--- src/rtl/fir_pkg.sv ---
// fir_pkg: shared definitions for the FIR sequencer.
//   - default width constants for addresses, samples, coefficients,
//     accumulator and output
//   - COEF_FRAC: fractional bits of the Q1.COEF_FRAC coefficients
//   - state_e: sequencer FSM states
//   - sat_shift(): accumulator -> output sample conversion
// Optional build macro: FIR_ROUND_EN (round half up before the shift;
// when undefined the shift truncates toward minus infinity).
package fir_pkg;

    localparam int ADDR_WIDTH = 13;
    localparam int DATA_WIDTH = 16;
    localparam int COEF_WIDTH = 16;
    localparam int COEF_FRAC  = 15;
    localparam int ACC_WIDTH  = 40;
    localparam int OUT_WIDTH  = 16;

    typedef enum logic [2:0] {
        ST_IDLE  = 3'd0,
        ST_CLEAR = 3'd1,
        ST_MAC   = 3'd2,
        ST_DRAIN = 3'd3,
        ST_WRITE = 3'd4,
        ST_DONE  = 3'd5
    } state_e;

    // One guard bit above the accumulator so the rounding add cannot wrap.
    localparam logic signed [ACC_WIDTH:0] SAT_MAX = (ACC_WIDTH+1)'(2**(OUT_WIDTH-1) - 1);
    localparam logic signed [ACC_WIDTH:0] SAT_MIN = -((ACC_WIDTH+1)'(2**(OUT_WIDTH-1)));
`ifdef FIR_ROUND_EN
    localparam logic signed [ACC_WIDTH:0] RND_HALF = (ACC_WIDTH+1)'(2**(COEF_FRAC-1));
`endif

    // Scale the accumulator back to sample units and clamp to OUT_WIDTH.
    function automatic logic signed [OUT_WIDTH-1:0] sat_shift(input logic signed [ACC_WIDTH-1:0] acc);
        logic signed [ACC_WIDTH:0] t;
        t = {acc[ACC_WIDTH-1], acc};
`ifdef FIR_ROUND_EN
        t = t + RND_HALF;
`endif
        t = t >>> COEF_FRAC;
        if (t > SAT_MAX) begin
            return SAT_MAX[OUT_WIDTH-1:0];
        end else if (t < SAT_MIN) begin
            return SAT_MIN[OUT_WIDTH-1:0];
        end else begin
            return t[OUT_WIDTH-1:0];
        end
    endfunction

endpackage

--- src/rtl/fir_mac.sv ---
// fir_mac: registered signed multiply-accumulate.
// Ports:
//   clk, rst_n  clock, asynchronous active-low reset
//   clear       zero the accumulator (wins over valid_in)
//   valid_in    add a*b to the accumulator this cycle
//   a, b        signed operands (sample, coefficient)
//   acc         accumulator value
module fir_mac #(
    parameter int DATA_WIDTH = 16,
    parameter int COEF_WIDTH = 16,
    parameter int ACC_WIDTH  = 40
) (
    input  logic                         clk,
    input  logic                         rst_n,
    input  logic                         clear,
    input  logic                         valid_in,
    input  logic signed [DATA_WIDTH-1:0] a,
    input  logic signed [COEF_WIDTH-1:0] b,
    output logic signed [ACC_WIDTH-1:0]  acc
);

    localparam int PROD_WIDTH = DATA_WIDTH + COEF_WIDTH;

    logic signed [PROD_WIDTH-1:0] prod;
    logic signed [ACC_WIDTH-1:0]  acc_d, acc_q;

    assign prod = a * b;

    always_comb begin
        acc_d = acc_q;
        if (clear) begin
            acc_d = '0;
        end else if (valid_in) begin
            acc_d = acc_q + {{(ACC_WIDTH-PROD_WIDTH){prod[PROD_WIDTH-1]}}, prod};
        end
    end

    always_ff @(posedge clk or negedge rst_n) begin
        if (!rst_n) begin
            acc_q <= '0;
        end else begin
            acc_q <= acc_d;
        end
    end

    assign acc = acc_q;

endmodule

--- src/rtl/fir_sequencer.sv ---
// fir_sequencer: control FSM computing y[n] = sum_k h[k]*x[n-k] from the
// sample and coefficient RAMs and writing y to the output RAM.
// Ports:
//   a_clk, a_rst_n          clock, asynchronous active-low reset
//   start                   pulse; begins a run when idle
//   n_samples, n_taps       run geometry, latched on start
//   sample_addr/sample_data input-RAM read port (data one cycle late)
//   coef_addr/coef_data     coefficient-RAM read port (data one cycle late)
//   sel_mux_wej/sel_mux_wyj RAM address muxes owned by the FSM while busy
//   out_addr/out_data/out_wr output-RAM write port
//   busy, done              run in progress / end-of-run pulse
// Optional build macro: FIR_ROUND_EN (see fir_pkg::sat_shift).
module fir_sequencer
    import fir_pkg::*;
#(
    parameter int ADDR_WIDTH = fir_pkg::ADDR_WIDTH,
    parameter int DATA_WIDTH = fir_pkg::DATA_WIDTH,
    parameter int COEF_WIDTH = fir_pkg::COEF_WIDTH,
    parameter int COEF_FRAC  = fir_pkg::COEF_FRAC,
    parameter int ACC_WIDTH  = fir_pkg::ACC_WIDTH,
    parameter int OUT_WIDTH  = fir_pkg::OUT_WIDTH
) (
    input  logic                  a_clk,
    input  logic                  a_rst_n,
    input  logic                  start,
    input  logic [ADDR_WIDTH:0]   n_samples,
    input  logic [ADDR_WIDTH:0]   n_taps,
    output logic [ADDR_WIDTH-1:0] sample_addr,
    input  logic [DATA_WIDTH-1:0] sample_data,
    output logic [ADDR_WIDTH-1:0] coef_addr,
    input  logic [COEF_WIDTH-1:0] coef_data,
    output logic                  sel_mux_wej,
    output logic                  sel_mux_wyj,
    output logic [ADDR_WIDTH-1:0] out_addr,
    output logic [OUT_WIDTH-1:0]  out_data,
    output logic                  out_wr,
    output logic                  busy,
    output logic                  done
);

    // sat_shift is built on the package widths; refuse a mismatched build.
    if (ACC_WIDTH != fir_pkg::ACC_WIDTH || OUT_WIDTH != fir_pkg::OUT_WIDTH ||
        COEF_FRAC != fir_pkg::COEF_FRAC) begin : gen_width_check
        $error("fir_sequencer: ACC_WIDTH/OUT_WIDTH/COEF_FRAC must match fir_pkg");
    end

    localparam logic [ADDR_WIDTH:0] ONE = (ADDR_WIDTH+1)'(1);

    state_e                state_q, state_d;
    logic [ADDR_WIDTH:0]   n_q, n_d;       // current output index
    logic [ADDR_WIDTH:0]   k_q, k_d;       // current tap index
    logic [ADDR_WIDTH:0]   len_q, len_d;   // taps used for this output
    logic [ADDR_WIDTH:0]   ns_q, ns_d;
    logic [ADDR_WIDTH:0]   nt_q, nt_d;
    logic                  vld_q, vld_d;   // read data on the RAM ports is live
    logic                  busy_q, busy_d;
    logic                  wr_q, wr_d;
    logic                  done_q, done_d;
    logic                  mac_clear;
    logic [ADDR_WIDTH:0]   last_tap;
    logic signed [ACC_WIDTH-1:0] acc;

    assign last_tap = nt_q - ONE;

    always_comb begin
        state_d   = state_q;
        n_d       = n_q;
        k_d       = k_q;
        len_d     = len_q;
        ns_d      = ns_q;
        nt_d      = nt_q;
        mac_clear = 1'b0;
        case (state_q)
            ST_IDLE: begin
                if (start) begin
                    if (n_samples == '0) begin
                        state_d = ST_DONE;
                    end else begin
                        ns_d    = n_samples;
                        nt_d    = n_taps;
                        n_d     = '0;
                        state_d = ST_CLEAR;
                    end
                end
            end
            ST_CLEAR: begin
                mac_clear = 1'b1;
                k_d       = '0;
                if (nt_q == '0) begin
                    len_d   = '0;
                    state_d = ST_DRAIN;
                end else begin
                    // Early outputs have fewer than n_taps valid history samples.
                    len_d   = ((n_q < last_tap) ? n_q : last_tap) + ONE;
                    state_d = ST_MAC;
                end
            end
            ST_MAC: begin
                k_d = k_q + ONE;
                if (k_q == len_q - ONE) begin
                    state_d = ST_DRAIN;
                end
            end
            ST_DRAIN: begin
                state_d = ST_WRITE;
            end
            ST_WRITE: begin
                n_d = n_q + ONE;
                if (n_q + ONE == ns_q) begin
                    state_d = ST_DONE;
                end else begin
                    state_d = ST_CLEAR;
                end
            end
            ST_DONE: begin
                state_d = ST_IDLE;
            end
            default: begin
                state_d = ST_IDLE;
            end
        endcase

        // Registered status outputs track the state being entered.
        vld_d  = (state_q == ST_MAC);
        busy_d = (state_d != ST_IDLE) && (state_d != ST_DONE);
        wr_d   = (state_d == ST_WRITE);
        done_d = (state_d == ST_DONE);
    end

    always_ff @(posedge a_clk or negedge a_rst_n) begin
        if (!a_rst_n) begin
            state_q <= ST_IDLE;
            n_q     <= '0;
            k_q     <= '0;
            len_q   <= '0;
            ns_q    <= '0;
            nt_q    <= '0;
            vld_q   <= 1'b0;
            busy_q  <= 1'b0;
            wr_q    <= 1'b0;
            done_q  <= 1'b0;
        end else begin
            state_q <= state_d;
            n_q     <= n_d;
            k_q     <= k_d;
            len_q   <= len_d;
            ns_q    <= ns_d;
            nt_q    <= nt_d;
            vld_q   <= vld_d;
            busy_q  <= busy_d;
            wr_q    <= wr_d;
            done_q  <= done_d;
        end
    end

    fir_mac #(
        .DATA_WIDTH (DATA_WIDTH),
        .COEF_WIDTH (COEF_WIDTH),
        .ACC_WIDTH  (ACC_WIDTH)
    ) u_mac (
        .clk      (a_clk),
        .rst_n    (a_rst_n),
        .clear    (mac_clear),
        .valid_in (vld_q),
        .a        (sample_data),
        .b        (coef_data),
        .acc      (acc)
    );

    // Addresses are held at zero outside the phases that use them.
    assign sample_addr = (state_q == ST_MAC) ? ADDR_WIDTH'(n_q - k_q) : '0;
    assign coef_addr   = (state_q == ST_MAC) ? ADDR_WIDTH'(k_q) : '0;
    assign out_addr    = wr_q ? ADDR_WIDTH'(n_q) : '0;
    assign out_data    = wr_q ? sat_shift(acc) : '0;
    assign out_wr      = wr_q;
    assign busy        = busy_q;
    assign sel_mux_wej = busy_q;
    assign sel_mux_wyj = busy_q;
    assign done        = done_q;

endmodule

--- config.mk ---
export PLATFORM = sky130hd
export DESIGN_NAME = fir_sequencer
export DESIGN_NICKNAME = d
export VERILOG_FILES = /design/src/rtl/fir_pkg.sv /design/src/rtl/fir_mac.sv /design/src/rtl/fir_sequencer.sv
export SDC_FILE = /design/constraint.sdc
export NUM_CORES = 1
export LEC_CHECK = 0
export ABC_AREA = 0
export BUFFER_PORTS_ARGS = -buffer_cell sky130_fd_sc_hd__buf_2
export CORE_MARGIN = 4
export CORE_UTILIZATION = 40
export CTS_BUF_LIST = sky130_fd_sc_hd__clkbuf_16
export DETAILED_ROUTE_END_ITERATION = 10
export PLACE_DENSITY_LB_ADDON = 0.05
export RECOVER_POWER = 50
export SYNTH_ARGS = -nofsm -noshare
export SYNTH_HDL_FRONTEND = slang
export SYNTH_SLANG_ARGS = --single-unit
--- constraint.sdc ---
create_clock -name a_clk -period 10.6 [get_ports a_clk]
set_input_delay 0.53 -clock a_clk [delete_from_list [all_inputs] [get_ports a_clk]]
set_output_delay 0.53 -clock a_clk [all_outputs]
set_load 0.05 [all_outputs]
## Word-level counts from Yosys, hierarchy flattened

Index checks and enable logic that the tools add are counted.

- Register bits: 117
- Latch bits: 0
- Memory bits (writable): 0
- ROM bits: 0
- Input port bits: 63
- Output and inout port bits: 60
- Memories kept: 0

- $add $sub $neg: 7
- Multipliers: 1
- Div/mod/pow operators: 0
- Order comparisons: 3
- Eq/ne operators: 11
- Shift-type cells: 0
- Multiplexer cells: 21
- Bitwise gates (word level): 1
- Reduce and logical (&&, ||, !) cells: 10

Operators with widths:

| kind | number |
|---|---|
| two-way mux 40 bit | 2 |
| two-way mux 14 bit | 4 |
| one-hot mux 14 bit (2 select lines) | 2 |
| two-way mux 16 bit | 3 |
| adder 14 x 1 -> 14 bit (second input constant) | 3 |
| adder 40 bit | 1 |
| two-way mux 13 bit | 3 |
| multiplier 16 x 16 -> 32 bit | 1 |
| == test 14 bit | 2 |
| logical NOT 14 bit | 2 |
| subtractor 14 x 1 -> 14 bit (second input constant) | 2 |
| greater-than comparator 25 x 16 -> 1 bit (second input constant) | 1 |
| < comparator 25 x 16 -> 1 bit (second input constant) | 1 |
| one-hot mux 3 bit (5 select lines) | 1 |
| < comparator 14 bit | 1 |
| subtractor 13 bit | 1 |
| two-way mux 3 bit | 4 |
| == test 3 bit (second input constant) | 3 |
| == test 3 x 2 -> 1 bit (second input constant) | 2 |
| AND reduction 3 bit | 2 |
| nonzero test 2 bit | 3 |
| inequality test 2 bit (second input constant) | 2 |
| == test 3 x 1 -> 1 bit (second input constant) | 1 |
| logical NOT 3 bit | 1 |
| 5 further kinds | 6 |

## Longest topological paths before layout

Gate-level depths: netlist (run 1).

- Depth after elaboration: 6
- Depth in mapped cells: 39
- Mapped depth without buffers: 37

## By module

A second synthesis (run 1) with hierarchy kept.

- Cells, all modules: 2266
- Area, all modules: 19526.2 µm²

By module, submodules not included:

| module | times used | cells an instance | area an instance (µm²) |
|---|---|---|---|
| fir_mac | 1 | 1524 | 13472.9 |
| fir_sequencer | 1 | 742 | 6053.3 |

## Worst setup path before layout (run 1)

No wires, ideal clock.

- Path kind: input-to-reg
- Start point: input sample_data[1]
- End point: register u_mac.acc_q[39], in the netlist u_mac.acc[39]
- Library setup time: 0.120 ns
- Data arrival time: 8.422 ns
- Path slack: 2.058 ns
- Stages on the path: 34
- Path buffers: 2
- Cell sequence: clkbuf_1 nand2_1 fa_1 fa_1 inv_1 fa_1 fa_1 fa_1 inv_1 fa_1 inv_1 ha_1 a2111o_1 a2111oi_0 or3_1 o2111ai_1 and2_4 a2111oi_1 o21bai_1 a21oi_1 xnor2_1 ha_1 clkbuf_1 nand2_1 or3_1 o21a_1 o21ai_0 a31o_2 a31oi_4 o21ai_0 o21ai_0 xnor2_1 a21oi_1 a31o_1

- Cells in the longest elaborated chain, start to end: 4

Ends and longest elaborated chain:

| what | line | source |
|---|---|---|
| from (decl) | fir_sequencer.sv:29 | `input logic [DATA_WIDTH-1:0] sample_data,` |
| multiplier 16 x 16 -> 32 bit | fir_mac.sv:27 | `assign prod = a * b;` |
| adder 40 bit | fir_mac.sv:34 | `acc_d = acc_q + {{(ACC_WIDTH-PROD_WIDTH){prod[PROD_WIDTH-1]}}, prod};` |
| two-way mux 40 bit | fir_mac.sv:33 | `end else if (valid_in) begin` |
| two-way mux 40 bit | fir_mac.sv:31 | `if (clear) begin` |
| to (signal assigned) | fir_mac.sv:40 | `acc_q <= '0;` |
| to (signal assigned) | fir_mac.sv:42 | `acc_q <= acc_d;` |
| to (decl) | fir_mac.sv:25 | `logic signed [ACC_WIDTH-1:0] acc_d, acc_q;` |

Every way passes these cells. The select of a mux whose other input is x is not followed.
A chain may end at the register's enable or synchronous reset.

## Worst setup path after layout (run 1)

- Start point: input sample_data[3]
- End point: register u_mac.acc_q[39], in the netlist u_mac.acc[39]

Same word-level chain as after synthesis.

==> flow_metrics.py, run 1 <==
metrics = {
    "cts": {
        "clk_latency_ns": 0.43,
        "ctsHoldBuffers": 0,
        "htree_levels": 4,
        "cts_tree": "done",
        "path_clk_slew_ns": 0.06,
        "ctsRootBufferMaster": "clkbuf_16",
        "clockBufferDepth": 2,
        "cts_sinks": 117,
        "cts_setup_buffers": 0,
        "numCtsBuffers": 17,
        "cts_resized": 0,
    },
    "yosys": {
        "ys_seq_area_share_pct": 15.0,
        "synth_edf_count": 0,
        "synthesis.nets": 2731,
        "yosys_warnings": 0,
        "synth-seq-cells": 117,
        "async_flop_share_pct": 100,
        "synth_cell_type_count": 91,
        "syn_inst": 2251,
        "syn-cell-area_sq_mm": 0.0195,
        "ys.flop_type": "dfrtp_1",
        "avgSynthCellArea_sq_um": 8.68,
    },
    "critical_path": {
        "crit_path_end_kind": "register",
        "crit_path_start_kind": "input pin",
        "critPathMostFrequentCell": "fa_1",
        "cpPeakStageDelay_ns": 0.57,
        "path_class": "in -> reg",
        "critical_path_arrival_ns": 9.08,
        "cp.required_ns": 10.92,
        "crit_fanout": 16,
        "cp_slowest_cell": "fa_1",
    },
    "global_route": {
        "grt_max_degree": 61,
        "grt_pass1_vias": 15594,
        "overflow": 0,
        "grt_pass1_wl_mm": 86.7,
        "antenna_found_initial": 0,
        "grt_usage_pct": 20.4,
    },
    "routing": {
        "via_per_inst": 5.24,
        "vias": 15406,
        "drt-total-wl_mm": 52.6,
        "drt-pass1-iter-count": 5,
        "drt-initial-drc-count": 902,
        "drc": 0,
        "ant_nets": 0,
        "routedWlPerCell_um": 17.9,
    },
    "status": {
        "outcome": "finished with violations",
        "violations": "capacitance limit, slew limit",
    },
    "placement": {
        "place.gp.congestion": 0.895,
        "dp_hpwl_mm": 43.5,
        "place_ws_ns": 1.39,
        "port_buffers": 122,
    },
    "timing": {
        "clock.fmax_ghz": 0.114,
        "hold_violations": 0,
        "tns_ns": 0,
        "worst_slew_pin_slew_ns": 3.41,
        "fin_crit_sh_pct": 82.7,
        "grt_setup_unrepaired": "no",
        "clock_skew_ns": 0.0147,
        "slew_violations": 189,
        "setup_viol": 0,
        "max_slew_margin_pct": -128,
        "postLayoutSetupSlackWorst_ns": 1.84,
        "finalCriticalPeriod_ns": 8.76,
    },
    "cells_and_area": {
        "diodes": 0,
        "nNetsFinal": 2794,
        "synthToLayoutAreaGrowth_pct": 8.39,
        "layout-drive-gt1-share_pct": 8.98,
    },
    "die": {
        "num_rows": 80,
        "start_util_pct": 40.6,
        "die_x_um": 229,
        "coreArea_sq_mm": 0.0480,
        "die_h_um": 229,
        "die_area_sq_mm": 0.0524,
        "io_pins": 123,
    },
    "worst_hold_path": {
        "hp-class": "in -> reg",
    },
    "run": {
        "maxCapViolCount": 4,
    },
}
## cell families (layout without fill, tap and decap cells)
logic type | after synthesis | after routing | share of synthesized area (%)
mux | 57 | 57 | 3.12
fa+ha+maj | 417 | 417 | 36.9
simple gates | 720 | 720 | 18.2
xor+xnor | 140 | 140 | 6.32
buf+inv | 453 | 529 | 8.85
flops | 117 | 117 | 15.0
compound gates | 347 | 347 | 11.6
## layout by cell type, fill, tap and decap left out, drive strengths merged, types with 25 or more instances in the layout
cell type  netlist  final
nand3           45     45
a21o            35     35
a21oi           86     86
and2           151    151
fa             264    264
dfrtp          117    117
inv            363    366
o21ai          100    100
ha             153    153
nor3            25     25
xor2            36     36
mux2i           29     29
nand2          207    207
nor2           180    180
mux2            28     28
buf             16    120
clkbuf          73     30
xnor2          104    104
## cell usage after synthesis, types with 7 or more instances
library cell	n	area [sq um]
nand2b_1	14	87.6
nand3_1	45	225
and3_1	20	125
and2_1	149	932
mux2i_1	28	280
mux2_2	27	304
o21a_1	17	128
nand4_1	13	81.3
a31oi_1	12	75.1
xor2_1	35	307
nand2_1	206	773
o21bai_1	7	52.6
nor2_1	178	668
a21oi_1	82	410
dfrtp_1	117	2930
or3_1	8	50.1
o21ai_0	96	480
clkbuf_1	73	274
fa_1	264	5290
a211oi_1	11	82.6
inv_1	362	1360
nor4_1	16	100
ha_1	153	1910
buf_1	8	30.0
a21o_1	35	263
nor2b_1	13	81.3
o211ai_1	8	60.1
xnor2_1	104	911
o31ai_1	11	82.6
nor3_1	22	110
## worst max-delay path, delay by kind of cell
family | cells | cell delay (ns)
and+or+nand+nor | 5 | 1.20
adders and majority gates | 8 | 3.96
buffers and inverters | 5 | 0.40
AOI/OAI and AO/OA | 14 | 2.67
xor gates and xnor gates | 2 | 0.29
## metal layers
metal	routed length (um)	vias up	share of wire, %	GRT usage, %
met5	0	-	0	0
met4	391	0	0.74	2.55
met3	3070	35	5.8	4.40
met2	22300	307	42	29.6
met1	26800	7682	51	32.0
li1	-	7382	-	-
## through the flow
step | hold WS (ns) | utilization (%) | instances | cell area (sq um)
4_1_cts | 0.195 | 44.1 | 2942 | 21200
2_1_floorplan | 0.234 | - | 2251 | 19500
3_3_place_gp | 0.499 | 42.9 | 2910 | 20600
6_report | 0.315 | 44.1 | 2942 | 21200
5_1_grt | 0.312 | 44.1 | 2942 | 21200
3_5_place_dp | 0.504 | 42.9 | 2910 | 20600
## worst paths after layout
path / start / to / slack, ns / depth (start not counted)
setup / recovery: sample_data[3] / u_mac.acc[39] / 1.84 / 34
hold / removal: n_taps[0] / nt_q[0] / 0.31 / 3
setup reg to reg: nt_q[0] / len_q[6] / 5.92 / 21
hold reg to reg: k_q[13] / k_q[13] / 0.52 / 1
max in group asynchronous: a_rst_n / vld_q / 4.63 / 2
min in group asynchronous: a_rst_n / ns_q[12] / 1.22 / 1
## registers in the layout, indices dropped and copies added (netlist names)
name and count:
ns_q 14, busy 1, out_wr 1, u_mac.acc 40
vld_q 1, done 1, n_q 14, len_q 14
nt_q 14, k_q 14, state_q 3
## area by class of cell
type / count / area (sq um)
Multi-Input combinational cell: 1681 / 14900
Clock buffer: 17 / 425
Clock inverter: 15 / 134
Sequential cell: 117 / 2930
Timing Repair Buffer: 133 / 667
Fill cell: 4902 / 26900
Inverter: 364 / 1370
Tap cell: 615 / 769
Power of run 1 is not shown: default switching activity piles up to over one toggle a cycle in this logic, so the estimate is an artifact.
==> run 2, diff against run 1 <==
--- a/config.mk
+++ b/config.mk
@@ -5,7 +5,7 @@
 export SDC_FILE = /design/constraint.sdc
 export NUM_CORES = 1
 export LEC_CHECK = 0
-export ABC_AREA = 0
+export ABC_AREA = 1
 export BUFFER_PORTS_ARGS = -buffer_cell sky130_fd_sc_hd__buf_2
 export CORE_MARGIN = 4
 export CORE_UTILIZATION = 40
==> constraint.sdc (replaced) <==
create_clock -name a_clk -period 7.3 [get_ports a_clk]
set_input_delay 0.365 -clock a_clk [delete_from_list [all_inputs] [get_ports a_clk]]
set_output_delay 0.365 -clock a_clk [all_outputs]
set_load 0.05 [all_outputs]
==> flow_metrics.py, run 2 <==
metrics = {
    "routing": {
        "drt-pass1-iter-count": 5,
        "ant_nets": 0,
        "vias": 18867,
        "drt-initial-drc-count": 911,
        "via_per_inst": 4.87,
        "routedWlPerCell_um": 16.2,
        "drc": 0,
        "drt-total-wl_mm": 63.0,
    },
    "timing": {
        "fin_crit_sh_pct": 95.6,
        "setup_viol": 0,
        "max_slew_margin_pct": -75.8,
        "slew_violations": 170,
        "worst_slew_pin_slew_ns": 2.63,
        "hold_violations": 0,
        "timing.hold.ws_ns": 0.125,
        "tns_ns": 0,
        "clock_skew_ns": 0.0171,
        "finalCriticalPeriod_ns": 6.98,
        "clock.fmax_ghz": 0.143,
    },
    "placement": {
        "place.gp.congestion": 0.947,
        "post_dp_cell_area_sq_mm": 0.0236,
        "place_inst": 3839,
        "dp_hpwl_mm": 53.5,
        "port_buffers": 122,
    },
    "die": {
        "die_x_um": 234,
        "die_h_um": 234,
        "start_util_pct": 40.6,
        "die_area_sq_mm": 0.0548,
        "num_rows": 82,
        "io_pins": 123,
        "coreArea_sq_mm": 0.0504,
    },
    "critical_path": {
        "critical_path.top_delay_family": "adder cells",
        "cp_slowest_cell": "fa_1",
        "crit_path_end_kind": "register",
        "crit_path_start_kind": "input pin",
        "cpPeakStageDelay_ns": 0.58,
        "crit_fanout": 6,
        "critical_path_arrival_ns": 7.33,
        "worstPathBufferInverterCount": 7,
        "cp.required_ns": 7.66,
        "path_class": "in -> reg",
    },
    "yosys": {
        "synth.most_common_cell": "inv_1",
        "synth-seq-cells": 117,
        "ys.flop_type": "dfrtp_1",
        "synthTopCellsByCount": "inv_1, nand2_1, fa_1, nor2_1, ha_1",
        "ys_seq_area_share_pct": 14.3,
        "syn-cell-area_sq_mm": 0.0204,
        "yosys_warnings": 0,
        "synth.largest_area_cell": "fa_1",
        "syn_inst": 2859,
        "synthesis.nets": 3339,
        "netlist.area_leader.share_pct": 25.8,
        "synth_edf_count": 0,
        "synth_cell_type_count": 52,
        "netlist_top_cells_area": "fa_1, dfrtp_1, inv_1, nand2_1, ha_1",
        "async_flop_share_pct": 100,
        "avgSynthCellArea_sq_um": 7.15,
    },
    "cells_and_area": {
        "largest_reg_flops": 40,
        "multiInputGateArea_sq_mm": 0.0149,
        "layout-drive-gt1-share_pct": 16.9,
        "nFillCells": 5186,
        "synthToLayoutAreaGrowth_pct": 20.7,
        "fin_area_sq_mm": 0.0247,
        "diodes": 0,
        "final_cell_mix": "inv_1, nand2_1, buf_4, fa_1, nor2_1",
        "nNetsFinal": 3673,
        "regArea_sq_mm": 0.00293,
        "final_common_cell": "inv_1",
        "instances_no_fill": 3878,
    },
    "cts": {
        "htree_levels": 4,
        "clockBufferDepth": 2,
        "numCtsBuffers": 17,
        "path_clk_slew_ns": 0.07,
        "ctsRootBufferMaster": "clkbuf_16",
        "cts_sinks": 117,
        "cts_tree": "done",
        "clk_latency_ns": 0.45,
    },
    "global_route": {
        "grt_usage_pct": 23.7,
        "antenna_found_initial": 0,
        "overflow": 0,
        "grt_pass1_vias": 19496,
        "grt_max_degree": 76,
        "grt_pass1_wl_mm": 103,
    },
    "status": {
        "outcome": "finished with violations",
        "violations": "capacitance limit, slew limit",
    },
    "worst_hold_path": {
        "hp-class": "in -> reg",
    },
    "run": {
        "maxCapViolCount": 3,
    },
}
run 2: changes by cell type in the layout (fill, tap and decap cells not counted), moves of 46 or more:
cell	before	now
inv_1	363	688
nand2_1	206	668
nand3_1	45	98
buf_4	7	274
a21oi_1	82	128
and2_1	148	0
xnor2_1	104	25
run 2: logic make-up (layout without fill, tap and decap cells):
logic type / count (synthesis) / count (layout) / synth area share [%]
buffers and inverters: 784 / 1131 / 14.6
muxes: 7 / 7 / 0.386
adders and majority gates: 417 / 417 / 35.2
and+or+nand+nor: 1074 / 1074 / 21.9
xor gates and xnor gates: 78 / 78 / 3.34
DFF: 117 / 117 / 14.3
AOI/OAI and AO/OA: 382 / 382 / 10.3
run 2: cell type report:
cell class                 count  share of cell area (%)
timing repair buffer         401                    11.2
inverter                     698                    10.6
multi-input combinational   1958                    60.3
sequential                   117                    11.9
clock buffer                  17                    1.72
clock inverter                15                   0.897
tap                          672                    3.41
run 2: final timing paths:
kind                                from       endpoint  slack, ns  depth (start not counted)
hold / removal                n_taps[11]       nt_q[11]       0.12                          3
setup reg to reg                 nt_q[0]      len_q[12]       3.05                         23
max in group asynchronous        a_rst_n        k_q[12]       2.91                          3
min in group asynchronous        a_rst_n        nt_q[9]       1.28                          2
setup / recovery           coef_data[15]  u_mac.acc[37]       0.32                         31
hold reg to reg                  k_q[13]        k_q[13]       0.48                          1
run 2: what timing repair did:
action,in CTS,in global routing
gates resized for setup,5,97
setup buffers,0,6
hold endpoints to repair,42,0
pin swaps,0,22
hold buffers,1,0
setup endpoints to repair,10,25
run 2: per-layer routing:
metal / share of wire [%] / global-route usage [%] / vias up
met4: 3.0 / 7.41 / 0
met3: 3.1 / 2.87 / 85
li1: - / - / 9345
met1: 43 / 29.3 / 9105
met2: 51 / 43.3 / 332
met5: 0 / 0 / -
run 2: worst reg2reg max path, delay by kind of cell (launching register included):
family	cells	cell delay, ns
xor+xnor	1	0.38
compound gates	2	0.55
buf+inv	4	0.38
flops	1	0.44
simple gates	13	1.67
fa+ha+maj	3	0.72
run 2: metrics by stage:
step | utilization (%) | worst slack (ns)
global route | 49.0 | -0.0231
global placement | 46.9 | -0.832
floorplan | - | 0.0857
CTS | 48.3 | 0.0164
finish | 49.0 | 0.323
detailed placement | 46.9 | -0.785
Power of run 2 is left out for the same reason.
